===== src/rtl/wb_pkg.sv =====
// Shared types, constants and helpers for the multi-lane writeback stage.
package wb_pkg;

    localparam int WB_DATA_W = 32;
    localparam int WB_ADDR_W = 5;
    localparam int ZERO_REG  = 0;

    typedef struct packed {
        logic [WB_ADDR_W-1:0] addr;
        logic [WB_DATA_W-1:0] data;
    } wb_entry_t;

    // Bits needed to index 'value' states; never narrower than one bit.
    function automatic int wb_clog2(input int value);
        int w;
        w = 1;
        while ((1 << w) < value) w++;
        return w;
    endfunction

endpackage


===== src/rtl/wb_multi_fifo.sv =====
// Circular writeback buffer: up to LANES compacted pushes and one pop per cycle,
// plus an oldest-first view of every live entry for the forwarding search.
module wb_multi_fifo
    import wb_pkg::*;
#(
    parameter int DATA_W = WB_DATA_W,
    parameter int ADDR_W = WB_ADDR_W,
    parameter int LANES  = 2,
    parameter int DEPTH  = 4,
    localparam int CNT_W = wb_clog2(DEPTH + 1)
) (
    input  logic                    clk,
    input  logic                    reset,
    input  logic [CNT_W-1:0]        push_cnt,
    input  logic [LANES*ADDR_W-1:0] push_addr,
    input  logic [LANES*DATA_W-1:0] push_data,
    input  logic                    pop,
    output logic [CNT_W-1:0]        count,
    output logic [ADDR_W-1:0]       head_addr,
    output logic [DATA_W-1:0]       head_data,
    output logic [DEPTH-1:0]        ent_valid,
    output logic [DEPTH*ADDR_W-1:0] ent_addr,
    output logic [DEPTH*DATA_W-1:0] ent_data
);

    localparam int PTR_W = wb_clog2(DEPTH);

    logic [PTR_W-1:0]  wr_ptr;
    logic [PTR_W-1:0]  rd_ptr;
    logic [ADDR_W-1:0] mem_addr [DEPTH];
    logic [DATA_W-1:0] mem_data [DEPTH];

    // NOTE: storage has no reset; count gates every read, so stale slots are never visible.
    always_ff @(posedge clk) begin
        for (int k = 0; k < LANES; k++) begin
            if (k < int'(push_cnt)) begin
                mem_addr[wr_ptr + PTR_W'(k)] <= push_addr[k*ADDR_W +: ADDR_W];
                mem_data[wr_ptr + PTR_W'(k)] <= push_data[k*DATA_W +: DATA_W];
            end
        end
    end

    // NOTE: non-blocking assignments so every register samples pre-edge values.
    always_ff @(posedge clk) begin
        if (reset) begin
            wr_ptr <= '0;
            rd_ptr <= '0;
            count  <= '0;
        end else begin
            wr_ptr <= wr_ptr + PTR_W'(push_cnt);
            if (pop) begin
                rd_ptr <= rd_ptr + PTR_W'(1);
            end
            count  <= count + push_cnt - CNT_W'(pop);
        end
    end

    assign head_addr = mem_addr[rd_ptr];
    assign head_data = mem_data[rd_ptr];

    // NOTE: every output gets a default first, so no path can infer a latch.
    always_comb begin
        ent_valid = '0;
        ent_addr  = '0;
        ent_data  = '0;
        for (int i = 0; i < DEPTH; i++) begin
            ent_valid[i]                 = i < int'(count);
            ent_addr[i*ADDR_W +: ADDR_W] = mem_addr[rd_ptr + PTR_W'(i)];
            ent_data[i*DATA_W +: DATA_W] = mem_data[rd_ptr + PTR_W'(i)];
        end
    end

endmodule


===== src/rtl/wb_multi_stage.sv =====
// Multi-issue writeback stage: qualifies and compacts retiring lanes into an in-order
// buffer, drains one entry per cycle to the regfile port, and forwards the youngest result.
module wb_multi_stage
    import wb_pkg::*;
#(
    parameter int DATA_W   = 32,
    parameter int ADDR_W   = 5,
    parameter int LANES    = 2,
    parameter int DEPTH    = 4,
    parameter int NQ       = 2,
    parameter int COALESCE = 0
) (
    input  logic                    clk,
    input  logic                    reset,
    input  logic                    we,
    input  logic [LANES-1:0]        in_valid,
    input  logic [LANES*ADDR_W-1:0] in_addr,
    input  logic [LANES*DATA_W-1:0] in_data,
    output logic                    in_ready,
    input  logic [NQ*ADDR_W-1:0]    fwd_addr,
    output logic [NQ-1:0]           fwd_hit,
    output logic [NQ*DATA_W-1:0]    fwd_data,
    output logic                    reg_write_out,
    output logic [ADDR_W-1:0]       reg_addr_out,
    output logic [DATA_W-1:0]       reg_data_out,
    output logic                    empty
);

    localparam int CNT_W = wb_clog2(DEPTH + 1);
    localparam logic [ADDR_W-1:0] ZERO_ADDR = ADDR_W'(ZERO_REG);

    logic [LANES-1:0]        lane_ok;
    logic [LANES-1:0]        lane_qual;
    logic                    accept;
    logic                    pop;
    logic [CNT_W-1:0]        push_cnt;
    logic [CNT_W-1:0]        count;
    logic [LANES*ADDR_W-1:0] push_addr;
    logic [LANES*DATA_W-1:0] push_data;
    logic [ADDR_W-1:0]       head_addr;
    logic [DATA_W-1:0]       head_data;
    logic [DEPTH-1:0]        ent_valid;
    logic [DEPTH*ADDR_W-1:0] ent_addr;
    logic [DEPTH*DATA_W-1:0] ent_data;

    // A batch is taken whole, so readiness reserves room for every lane.
    assign in_ready = (int'(count) + LANES) <= DEPTH;
    assign accept   = we && in_ready;
    assign pop      = count != '0;
    assign empty    = (count == '0) && !reg_write_out;

    always_comb begin
        lane_ok   = '0;
        lane_qual = '0;
        for (int i = 0; i < LANES; i++) begin
            lane_ok[i] = in_valid[i] && (in_addr[i*ADDR_W +: ADDR_W] != ZERO_ADDR);
        end
        for (int i = 0; i < LANES; i++) begin
            lane_qual[i] = lane_ok[i];
            if (COALESCE != 0) begin
                for (int j = i + 1; j < LANES; j++) begin
                    if (lane_ok[j] && (in_addr[j*ADDR_W +: ADDR_W] == in_addr[i*ADDR_W +: ADDR_W])) begin
                        lane_qual[i] = 1'b0;
                    end
                end
            end
        end
    end

    // Pack surviving lanes into consecutive push slots, preserving lane order.
    always_comb begin
        int n;
        n         = 0;
        push_addr = '0;
        push_data = '0;
        for (int i = 0; i < LANES; i++) begin
            if (lane_qual[i]) begin
                push_addr[n*ADDR_W +: ADDR_W] = in_addr[i*ADDR_W +: ADDR_W];
                push_data[n*DATA_W +: DATA_W] = in_data[i*DATA_W +: DATA_W];
                n++;
            end
        end
        push_cnt = accept ? CNT_W'(n) : '0;
    end

    wb_multi_fifo #(
        .DATA_W (DATA_W),
        .ADDR_W (ADDR_W),
        .LANES  (LANES),
        .DEPTH  (DEPTH)
    ) u_fifo (
        .clk       (clk),
        .reset     (reset),
        .push_cnt  (push_cnt),
        .push_addr (push_addr),
        .push_data (push_data),
        .pop       (pop),
        .count     (count),
        .head_addr (head_addr),
        .head_data (head_data),
        .ent_valid (ent_valid),
        .ent_addr  (ent_addr),
        .ent_data  (ent_data)
    );

    always_ff @(posedge clk) begin
        if (reset) begin
            reg_write_out <= 1'b0;
            reg_addr_out  <= '0;
            reg_data_out  <= '0;
        end else if (pop) begin
            reg_write_out <= 1'b1;
            reg_addr_out  <= head_addr;
            reg_data_out  <= head_data;
        end else begin
            reg_write_out <= 1'b0;
        end
    end

    // Scan oldest to youngest (output reg, buffer head..tail, lanes 0..N) so later matches win.
    always_comb begin
        fwd_hit  = '0;
        fwd_data = '0;
        for (int q = 0; q < NQ; q++) begin
            if (fwd_addr[q*ADDR_W +: ADDR_W] != ZERO_ADDR) begin
                if (reg_write_out && (reg_addr_out == fwd_addr[q*ADDR_W +: ADDR_W])) begin
                    fwd_hit[q]                   = 1'b1;
                    fwd_data[q*DATA_W +: DATA_W] = reg_data_out;
                end
                for (int i = 0; i < DEPTH; i++) begin
                    if (ent_valid[i] && (ent_addr[i*ADDR_W +: ADDR_W] == fwd_addr[q*ADDR_W +: ADDR_W])) begin
                        fwd_hit[q]                   = 1'b1;
                        fwd_data[q*DATA_W +: DATA_W] = ent_data[i*DATA_W +: DATA_W];
                    end
                end
                for (int l = 0; l < LANES; l++) begin
                    if (accept && lane_qual[l] &&
                        (in_addr[l*ADDR_W +: ADDR_W] == fwd_addr[q*ADDR_W +: ADDR_W])) begin
                        fwd_hit[q]                   = 1'b1;
                        fwd_data[q*DATA_W +: DATA_W] = in_data[l*DATA_W +: DATA_W];
                    end
                end
            end
        end
    end

endmodule

===== config.mk =====
export PLATFORM = sky130hd
export DESIGN_NAME = wb_multi_stage
export DESIGN_NICKNAME = d
export VERILOG_FILES = /design/src/rtl/wb_pkg.sv /design/src/rtl/wb_multi_fifo.sv /design/src/rtl/wb_multi_stage.sv
export SDC_FILE = /design/constraint.sdc
export NUM_CORES = 1
export LEC_CHECK = 0
export CAP_MARGIN = 20
export CELL_PAD_IN_SITES_DETAIL_PLACEMENT = 1
export CELL_PAD_IN_SITES_GLOBAL_PLACEMENT = 1
export CORE_MARGIN = 3
export CORE_UTILIZATION = 47
export CTS_CLUSTER_SIZE = 14
export DETAILED_ROUTE_END_ITERATION = 10
export PLACE_DENSITY_LB_ADDON = 0.1
export SYNTH_ARGS = -nofsm -noshare
export SYNTH_HDL_FRONTEND = slang
export SYNTH_HIERARCHICAL = 1
export SYNTH_SLANG_ARGS = --single-unit
export TNS_END_PERCENT = 50

===== constraint.sdc =====
create_clock -name clk -period 7.79 [get_ports clk]
set_input_delay 1.9475 -clock clk [delete_from_list [all_inputs] [get_ports clk]]
set_output_delay 1.9475 -clock clk [all_outputs]
set_load 0.005 [all_outputs]

* Word level (Yosys, flattened, before mapping)
Memories as Yosys holds them, arrays and structs flattened. A register that Yosys moved wholly into a read port is not among the register bits. Cells that the tools add are included.
Storage, ports and cells: RAM bits 148, memories kept 2, bits of input ports 89, logic and storage cells 122, register bits after elaboration 45, output and inout bits 106
Operators by class: reductions and logical operators 27, add/subtract/negate cells 11, multiplexer cells 50, shifts and indexed selects 4, multipliers 1, $lt $le $gt $ge 7, equality and inequality tests 14
Memories:
- u_fifo.mem_data | depth 4, width 32, read ports 4, clocked after Yosys merged registers in 1, write ports 2, line wb_multi_fifo.sv:31 | logic [DATA_W-1:0] mem_data [DEPTH];
- u_fifo.mem_addr | depth 4, width 5, read ports 4, clocked after Yosys merged registers in 1, write ports 2, line wb_multi_fifo.sv:30 | logic [ADDR_W-1:0] mem_addr [DEPTH];
Operator list (count):
- $mux 32 | 17
- $eq 5x5->1 | 14
- $neg 32->33 | 2
- $bwmux 64 | 1
- $mux 64 | 1
- $shift 32x33->64 const A | 1
- $shiftx 32x33->64 | 1
- $shift 5x33->10 const A | 1
- $shiftx 5x33->10 | 1
- $mul 32x4->32 const B | 1
- $mux 1 | 22
- $logic_and 1x1->1 | 20
- $reduce_bool 5->1 | 4
- $lt 1x3->1 const A | 4
- $bwmux 10 | 1
- $mux 10 | 1
- $mux 2 | 4
- $lt 2x3->1 const A | 2
- $mux 3 | 2
- $mux 5 | 1
- $add 2x1->2 const B | 2
- $add 2x2->2 const B | 2
- $add 3x2->4 const B | 1
- $le 4x3->1 const B | 1
- other kinds (7) | 7

* Depth between registers and ports, before layout
Gate-level depths: netlist of run 1.
word-level depth 10, gate-level depth with buffers 13, mapped depth without buffers 11

* By module
Netlist of run 1, hierarchy kept.
Modules (own cells, without submodules):
- wb_multi_fifo | area an instance 10644.0 um^2, cells an instance 583, sequential area each 4624.4 um^2, times used 1
- wb_multi_stage | area an instance 7385.8 um^2, cells an instance 1074, sequential area each 760.7 um^2, times used 1

* Worst setup path after synthesis of run 1
Ideal clock, no wire load.
kind in2reg, from input in_addr[1], to memory u_fifo.mem_addr[0][0], enable pin, data required time 7303 ps, path buffers 2, arrival time 6381 ps, setup time 487 ps, stages on the path 9, setup slack 922 ps, cells stage by stage or4_1 -> o21ai_2 -> inv_2 -> clkbuf_1 -> clkbuf_1 -> ha_1 -> and2_1 -> nor2_1 -> o31ai_1
RTL lines:
- start: declaration | line wb_multi_stage.sv:17 | input logic [LANES*ADDR_W-1:0] in_addr,
- end: declaration | line wb_multi_fifo.sv:30

* Worst setup path after layout of run 1
from input fwd_addr[9], to output fwd_data[63]
Between the ends: cells in the longest elaborated chain, start to end 10, elaborated cells between the ends (all ways) 23, classes of those cells 7 x eq/ne; 8 x mux; 8 x reduce/logical
RTL lines:
- start: declaration | line wb_multi_stage.sv:20 | input logic [NQ*ADDR_W-1:0] fwd_addr,
- $eq 5x5->1 | line wb_multi_stage.sv:126 | if (reg_write_out && (reg_addr_out == fwd_addr[q*ADDR_W +: ADDR_W])) begin
- $logic_and 1x1->1 | line wb_multi_stage.sv:126
- $mux 32 | line wb_multi_stage.sv:126
- $mux 32 (4 in a row) | line wb_multi_stage.sv:131 | if (ent_valid[i] && (ent_addr[i*ADDR_W +: ADDR_W] == fwd_addr[q*ADDR_W +: ADDR_W])) begin
- $mux 32 (2 in a row) | line wb_multi_stage.sv:137 | if (accept && lane_qual[l] &&
- $mux 32 (*) | line wb_multi_stage.sv:125 | if (fwd_addr[q*ADDR_W +: ADDR_W] != ZERO_ADDR) begin
- end: declaration | line wb_multi_stage.sv:22 | output logic [NQ*DATA_W-1:0] fwd_data,
Mark *: on every way between the ends. The rest lies on a longest branch, timed or not.

==> impl_metrics.env, run 1 <==
export IMPL_run_status="completed"
export IMPL_synth_async_reset_ratio=0
export IMPL_stdcell_count=2245
export IMPL_post_route_drc_count=0
export IMPL_initial_core_util=0.478
export IMPL_highest_signal_layer="met4"
export IMPL_crit_family="buffers and inverters"
export IMPL_synth_area_sq_mm=0.0180
export IMPL_grt_pass1_vias=16900
export IMPL_route_detailed_wl_per_inst_microns=31.0
export IMPL_synth_edff_count=148
export IMPL_vias=16300
export IMPL_drt_pass1_iter_count=5
export IMPL_dieArea_sq_mm=0.0407
export IMPL_start_kind="input pin"
export IMPL_port_buffers=194
export IMPL_rsz0062_at_grt="no"
export IMPL_die_x_microns=202
export IMPL_yosys_area_share_simple=0.101
export IMPL_swShare=0.415
export IMPL_finalMaxSlewViolations=0
export IMPL_synth_compound_area_share=0.203
export IMPL_drive_gt1_frac=0.250
export IMPL_setup_ws_ns=0.283
export IMPL_htreeDepth=4
export IMPL_skew_ns=0.0120
export IMPL_ant_nets=0
export IMPL_crit_top_cell="clkdlybuf4s50_1"
export IMPL_setup_viol=0
export IMPL_grt_pass1_wl_mm=105
export IMPL_fin_crit_ns=7.51
export IMPL_vias_per_cell=7.26
export IMPL_critPathKind="input pin to primary output"
export IMPL_period_share=0.964
export IMPL_drt_initial_drc_count=1783
export IMPL_met2_length_mm=32.7
export IMPL_power_density_mw_per_mm2=305
export IMPL_hpwl_mm=46.1
export IMPL_crit_buf_inv=3
export IMPL_synthFlopType="edfxtp_1"
export IMPL_hp_class="register to register"
export IMPL_num_rows=71
export IMPL_ys_types=64
export IMPL_dp_cells=2210
export IMPL_pwr_share_seq=0.299
export IMPL_power_frac_comb=0.559
export IMPL_crit_path_cell_trace="clkdlybuf4s50_1, xor2_1, nor4_1, nand2_1, buf_4, o211ai_1, a221oi_1, nor3_1, clkdlybuf4s50_1"
export IMPL_tritoncts="done"
export IMPL_crit_required_ns=5.84
export IMPL_synthCells=1657
export IMPL_cts_clk_slew_worst_paths_ns=0.07
export IMPL_overflow=0
export IMPL_clock_sinks=195
export IMPL_insertion_delay_ns=0.46
export IMPL_core_sq_mm=0.0378
export IMPL_p_leak_nw=6.96
export IMPL_grt_max_degree=66
export IMPL_cts_buffers=17
export IMPL_cts_path_max_buffers=2
export IMPL_syn_to_final_growth_pct=15.2
export IMPL_p_int_mw=3.70
export IMPL_routed_wl_mm=69.6
export IMPL_cts_root_buf="clkbuf_16"
export IMPL_final_hold_viol_count=0
export IMPL_max_vdd_ir_drop_v=0.000223
export IMPL_ys_ff_latch=195
export IMPL_clkPwrFrac=0.142
export IMPL_tightest_slew_ns=1.09
export IMPL_grt_usage=0.335
export IMPL_m1WireLength_mm=27.5
export IMPL_post_cts_buffers=0
export IMPL_avgSynthCellArea_sq_um=10.9
export IMPL_muxShareOfSynthArea=0.284
export IMPL_gp_congestion=0.905
export IMPL_crit_path_top_delay_cell="nor4_1"
export IMPL_io_pins=195
export IMPL_maxCapViolations=0
export IMPL_cp_max_fo=17
export IMPL_crit_path_end_kind="primary output"
export IMPL_post_place_ws_ns=0.377
export IMPL_p_sw_mw=2.63
export IMPL_slew_limit_headroom=0.270
export IMPL_cp_data_arrival_time_ns=5.56
export IMPL_die_h_microns=202
export IMPL_wl_met3_mm=6.77
export IMPL_fmax_mhz=133
export IMPL_fill_cells=3992
export IMPL_synthXorXnorAreaFrac=0.0374
export IMPL_final_nets=1816
export IMPL_cts_resized=0
export IMPL_yosysSeqAreaShare=0.299
export IMPL_synthAdderAreaFrac=0.00527
export IMPL_antenna_found_initial=1
export IMPL_cpPeakStageDelay_ns=0.72
export IMPL_cts_hold_fix_buffers=0
export IMPL_setup_tns_final_ns=0
export IMPL_synth_top_family_by_area="multiplexers"
export IMPL_ys_warn_count=6
-- power groups by stage --
stage,clock network [mW],logic [mW],registers (mW)
2_1_floorplan,0,2.57,1.69
3_3_place_gp,0,3.42,1.86
3_5_place_dp,0,3.48,1.90
4_1_cts,0.913,3.51,1.88
5_1_grt,0.943,3.76,1.94
6_report,0.899,3.54,1.89
-- cell usage in the layout, fill, tap and decap left out, types with 5 or more instances in the layout --
| master | instances |
|---|---|
| a21oi_1 | 40 |
| a221o_1 | 33 |
| a221oi_1 | 62 |
| a22o_1 | 32 |
| a2bb2oi_1 | 21 |
| and3_1 | 43 |
| buf_12 | 8 |
| buf_4 | 64 |
| clkbuf_16 | 17 |
| clkdlybuf4s50_1 | 193 |
| dfxtp_1 | 43 |
| edfxtp_1 | 148 |
| ha_1 | 6 |
| inv_1 | 5 |
| mux2_2 | 118 |
| mux2_4 | 30 |
| mux4_2 | 148 |
| nand2_1 | 163 |
| nand4_1 | 6 |
| nor2_1 | 57 |
| nor2_4 | 6 |
| nor3_1 | 67 |
| nor4_1 | 7 |
| o2111a_1 | 33 |
| o211a_1 | 30 |
| o211ai_1 | 96 |
| o21a_1 | 33 |
| o21ai_0 | 51 |
| o21ai_1 | 7 |
| o31a_1 | 10 |
| xnor2_1 | 34 |
| xor2_1 | 43 |
-- worst reg2reg max path: cells and delay by family (launching register included) --
kind | cells | cell delay (ns)
and+or+nand+nor | 4 | 1.62
buffers and inverters | 2 | 1.00
adders and majority gates | 1 | 0.32
AOI/OAI and AO/OA | 2 | 0.56
DFF | 1 | 0.55
-- worst paths after layout --
check / from / endpoint / slack (ns) / depth (start not counted)
max: fwd_addr[9] / fwd_data[63] / 0.28 / 9
min: reg_data_out[26] / reg_data_out[26] / 0.50 / 2
max reg2reg: u_fifo/count[2] / u_fifo/mem_addr[0][0] / 3.38 / 9
min reg2reg: reg_data_out[26] / reg_data_out[26] / 0.50 / 2
-- logic make-up (layout without fill, tap and decap cells) --
logic type               after synthesis  count (layout)
flip-flops                           195             195
adder cells (fa/ha/maj)                7               7
AO/OA/AOI/OAI                        460             460
AND/OR/NAND/NOR                      388             388
XOR/XNOR                              77              77
buffers and inverters                233             307
multiplexers                         296             296
other                                  1               4
-- layer usage --
metal,up-vias,GRT usage
li1,6754,-
met1,8319,0.438
met2,1055,0.544
met3,169,0.0673
met4,0,0.140
met5,-,0
-- stage by stage --
stage | instance area (sq um) | power [mW] | hold slack (ns) | util
6_report | 20800 | 6.34 | 0.495 | 0.550
3_5_place_dp | 20100 | 5.38 | 0.486 | 0.534
5_1_grt | 20800 | 6.64 | 0.517 | 0.550
4_1_cts | 20700 | 6.30 | 0.499 | 0.549
3_3_place_gp | 20100 | 5.28 | 0.472 | 0.534
2_1_floorplan | 18000 | 4.25 | 0.469 | -
-- cell usage after synthesis (all sizes together) (2+ instances only) --
| cell type | number | area share |
|---|---|---|
| nand2 | 163 | 0.034 |
| edfxtp | 148 | 0.25 |
| mux2 | 148 | 0.099 |
| mux4 | 148 | 0.18 |
| buf | 136 | 0.051 |
| o211ai | 96 | 0.040 |
| clkbuf | 90 | 0.019 |
| nor3 | 68 | 0.019 |
| nor2 | 63 | 0.014 |
| a221oi | 62 | 0.030 |
| o21ai | 59 | 0.017 |
| dfxtp | 47 | 0.052 |
| and3 | 43 | 0.015 |
| xor2 | 43 | 0.021 |
| a21oi | 40 | 0.011 |
| xnor2 | 34 | 0.017 |
| a221o | 33 | 0.018 |
| o2111a | 33 | 0.021 |
| o21a | 33 | 0.014 |
| a22o | 32 | 0.016 |
| o211a | 30 | 0.017 |
| a2bb2oi | 21 | 0.010 |
| o31a | 10 | 0.0049 |
| nand4 | 8 | 0.0035 |
| inv | 7 | 0.0015 |
| nand3 | 7 | 0.0019 |
| nor4 | 7 | 0.0024 |
| and2 | 6 | 0.0021 |
| ha | 6 | 0.0042 |
| or2 | 5 | 0.0019 |
| and4 | 3 | 0.0016 |
| nand2b | 3 | 0.0010 |
| nor2b | 3 | 0.0010 |
| nor3b | 3 | 0.0015 |
| or4 | 3 | 0.0012 |
| a21boi | 2 | 0.0010 |
| o22ai | 2 | 0.00069 |
| or3 | 2 | 0.00069 |
-- flip-flops by register name, summed over array words and instances (netlist names), named ones only --
signal,cells
reg_addr_out,5
u_fifo/count,3
u_fifo/mem_data,128
reg_data_out,32
u_fifo/rd_ptr,2
reg_write_out,1
u_fifo/mem_addr,20
u_fifo/wr_ptr,2
-- cell type report --
type                    instances  area, sq um  area share
diodes                          1         2.50    0.000121
clock buffers                  19          433      0.0209
clock inverters                13          136     0.00657
inverters                       7         26.3     0.00127
multi-input cells            1231        11500       0.554
flip-flops and latches        195         5400       0.260
well taps                     511          639      0.0308
repair buffers                268         2620       0.126
Power figures use the tool's default switching activity.
==> run 2: changes to the inputs <==
- CTS_BUF_LIST: unset -> sky130_fd_sc_hd__clkbuf_16
==> impl_metrics.env, run 2 (synthesized netlist as in run 1, its figures left out) <==
export IMPL_run_status="completed"
export IMPL_cts_hold_fix_buffers=0
export IMPL_dieArea_sq_mm=0.0407
export IMPL_post_route_drc_count=0
export IMPL_maxCapViolations=0
export IMPL_io_pins=195
export IMPL_initial_core_util=0.478
export IMPL_critPathLaunch="fwd_addr[9]"
export IMPL_p_leak_nw=6.97
export IMPL_fin_crit_ns=7.50
export IMPL_cts_buffers=17
export IMPL_grt_usage=0.335
export IMPL_fmax_mhz=133
export IMPL_setup_ws_ns=0.292
export IMPL_core_sq_mm=0.0378
export IMPL_final_hold_viol_count=0
export IMPL_cp_data_arrival_time_ns=5.55
export IMPL_cts_clk_slew_worst_paths_ns=0.07
export IMPL_start_kind="input pin"
export IMPL_final_common_cell="clkdlybuf4s50_1"
export IMPL_cts_root_buf="clkbuf_16"
export IMPL_cts_resized=0
export IMPL_reg_top3="u_fifo/mem_data x128, reg_data_out x32, u_fifo/mem_addr x20"
export IMPL_ant_nets=0
export IMPL_period_share=0.963
export IMPL_vias_per_cell=7.26
export IMPL_num_rows=71
export IMPL_rsz0062_at_grt="no"
export IMPL_final_nets=1816
export IMPL_drt_pass1_iter_count=5
export IMPL_final_area_sq_mm=0.0208
export IMPL_post_cts_buffers=0
export IMPL_finalMaxSlewViolations=0
export IMPL_drive_gt1_frac=0.250
export IMPL_dpl_cell_area_sq_mm=0.0201
export IMPL_gp_congestion=0.905
export IMPL_final_cell_mix="clkdlybuf4s50_1, nand2_1, mux4_2, edfxtp_1, mux2_2"
export IMPL_grt_pass1_vias=16900
export IMPL_insertion_delay_ns=0.46
export IMPL_cts_path_max_buffers=2
export IMPL_post_place_ws_ns=0.377
export IMPL_drt_initial_drc_count=1790
export IMPL_die_x_microns=202
export IMPL_largest_reg_flops=128
export IMPL_overflow=0
export IMPL_grt_max_degree=66
export IMPL_clock_sinks=195
export IMPL_critPathKind="input pin to primary output"
export IMPL_slew_limit_headroom=0.270
export IMPL_hold_start="reg_data_out[26]"
export IMPL_cp_max_fo=17
export IMPL_hpwl_mm=46.1
export IMPL_rr_startpoint="u_fifo/count[2]"
export IMPL_skew_ns=0.0120
export IMPL_die_h_microns=202
export IMPL_vias=16300
export IMPL_tightest_slew_ns=1.09
export IMPL_top_register="u_fifo/mem_data"
export IMPL_max_vdd_ir_drop_v=0.000223
export IMPL_crit_path_end_kind="primary output"
export IMPL_port_buffers=194
export IMPL_setup_tns_final_ns=0
export IMPL_tritoncts="done"
export IMPL_routed_wl_mm=69.5
export IMPL_route_detailed_wl_per_inst_microns=31.0
export IMPL_timing_hold_ws_ns=0.495
export IMPL_htreeDepth=4
export IMPL_setup_viol=0
export IMPL_antenna_found_initial=1
export IMPL_grt_pass1_wl_mm=105
export IMPL_syn_to_final_growth_pct=15.2
export IMPL_hp_class="register to register"
export IMPL_power_density_mw_per_mm2=305
export IMPL_crit_required_ns=5.84
-- run 2: changes by cell type in the layout (fill, tap and decap cells not counted), sizes merged --
cell | previous run | this run
clkbuf | 19 | 17
inv | 8 | 10
-- run 2: stage by stage --
step                      power (mW)  instances  utilization
after CTS                       6.30       2242        0.549
after global routing            6.64       2245        0.550
final                           6.33       2245        0.550
after detailed placement        5.38       2210        0.534
after global placement          5.28       2210        0.534
after floorplan                 4.25       1659            -
-- run 2: layer usage --
| metal | GRT usage | share of wire | vias up |
|---|---|---|---|
| li1 | - | - | 6754 |
| met1 | 0.438 | 0.40 | 8343 |
| met2 | 0.544 | 0.47 | 1040 |
| met3 | 0.0673 | 0.096 | 166 |
| met4 | 0.140 | 0.037 | 0 |
| met5 | 0 | 0 | - |
-- run 2: report_power, final --
part / internal, mW / switching [mW]
combinational: 1.76 / 1.79
clock: 0.470 / 0.426
sequential: 1.48 / 0.418
-- run 2: final timing paths --
path	slack (ns)	end	cells after the start
setup / recovery	0.29	fwd_data[63]	9
hold / removal	0.50	reg_data_out[26]	2
setup reg to reg	3.38	u_fifo/mem_addr[0][0]	9
hold reg to reg	0.50	reg_data_out[26]	2
-- run 2: layout make-up --
class	instances	area [sq um]
multi-input cells	1231	11500
clock inverters	15	144
well taps	511	639
clock buffers	17	425
repair buffers	268	2620
inverters	7	26.3
flip-flops and latches	195	5400
diodes	1	2.50
fillers	3992	17000
-- run 2: worst max-delay path: stages --
cell	delay (ns)
clkdlybuf4s50_1	0.68
xor2_1	0.26
nor4_1	0.72
nand2_1	0.25
buf_4	0.31
o211ai_1	0.20
a221oi_1	0.07
nor3_1	0.48
clkdlybuf4s50_1	0.62
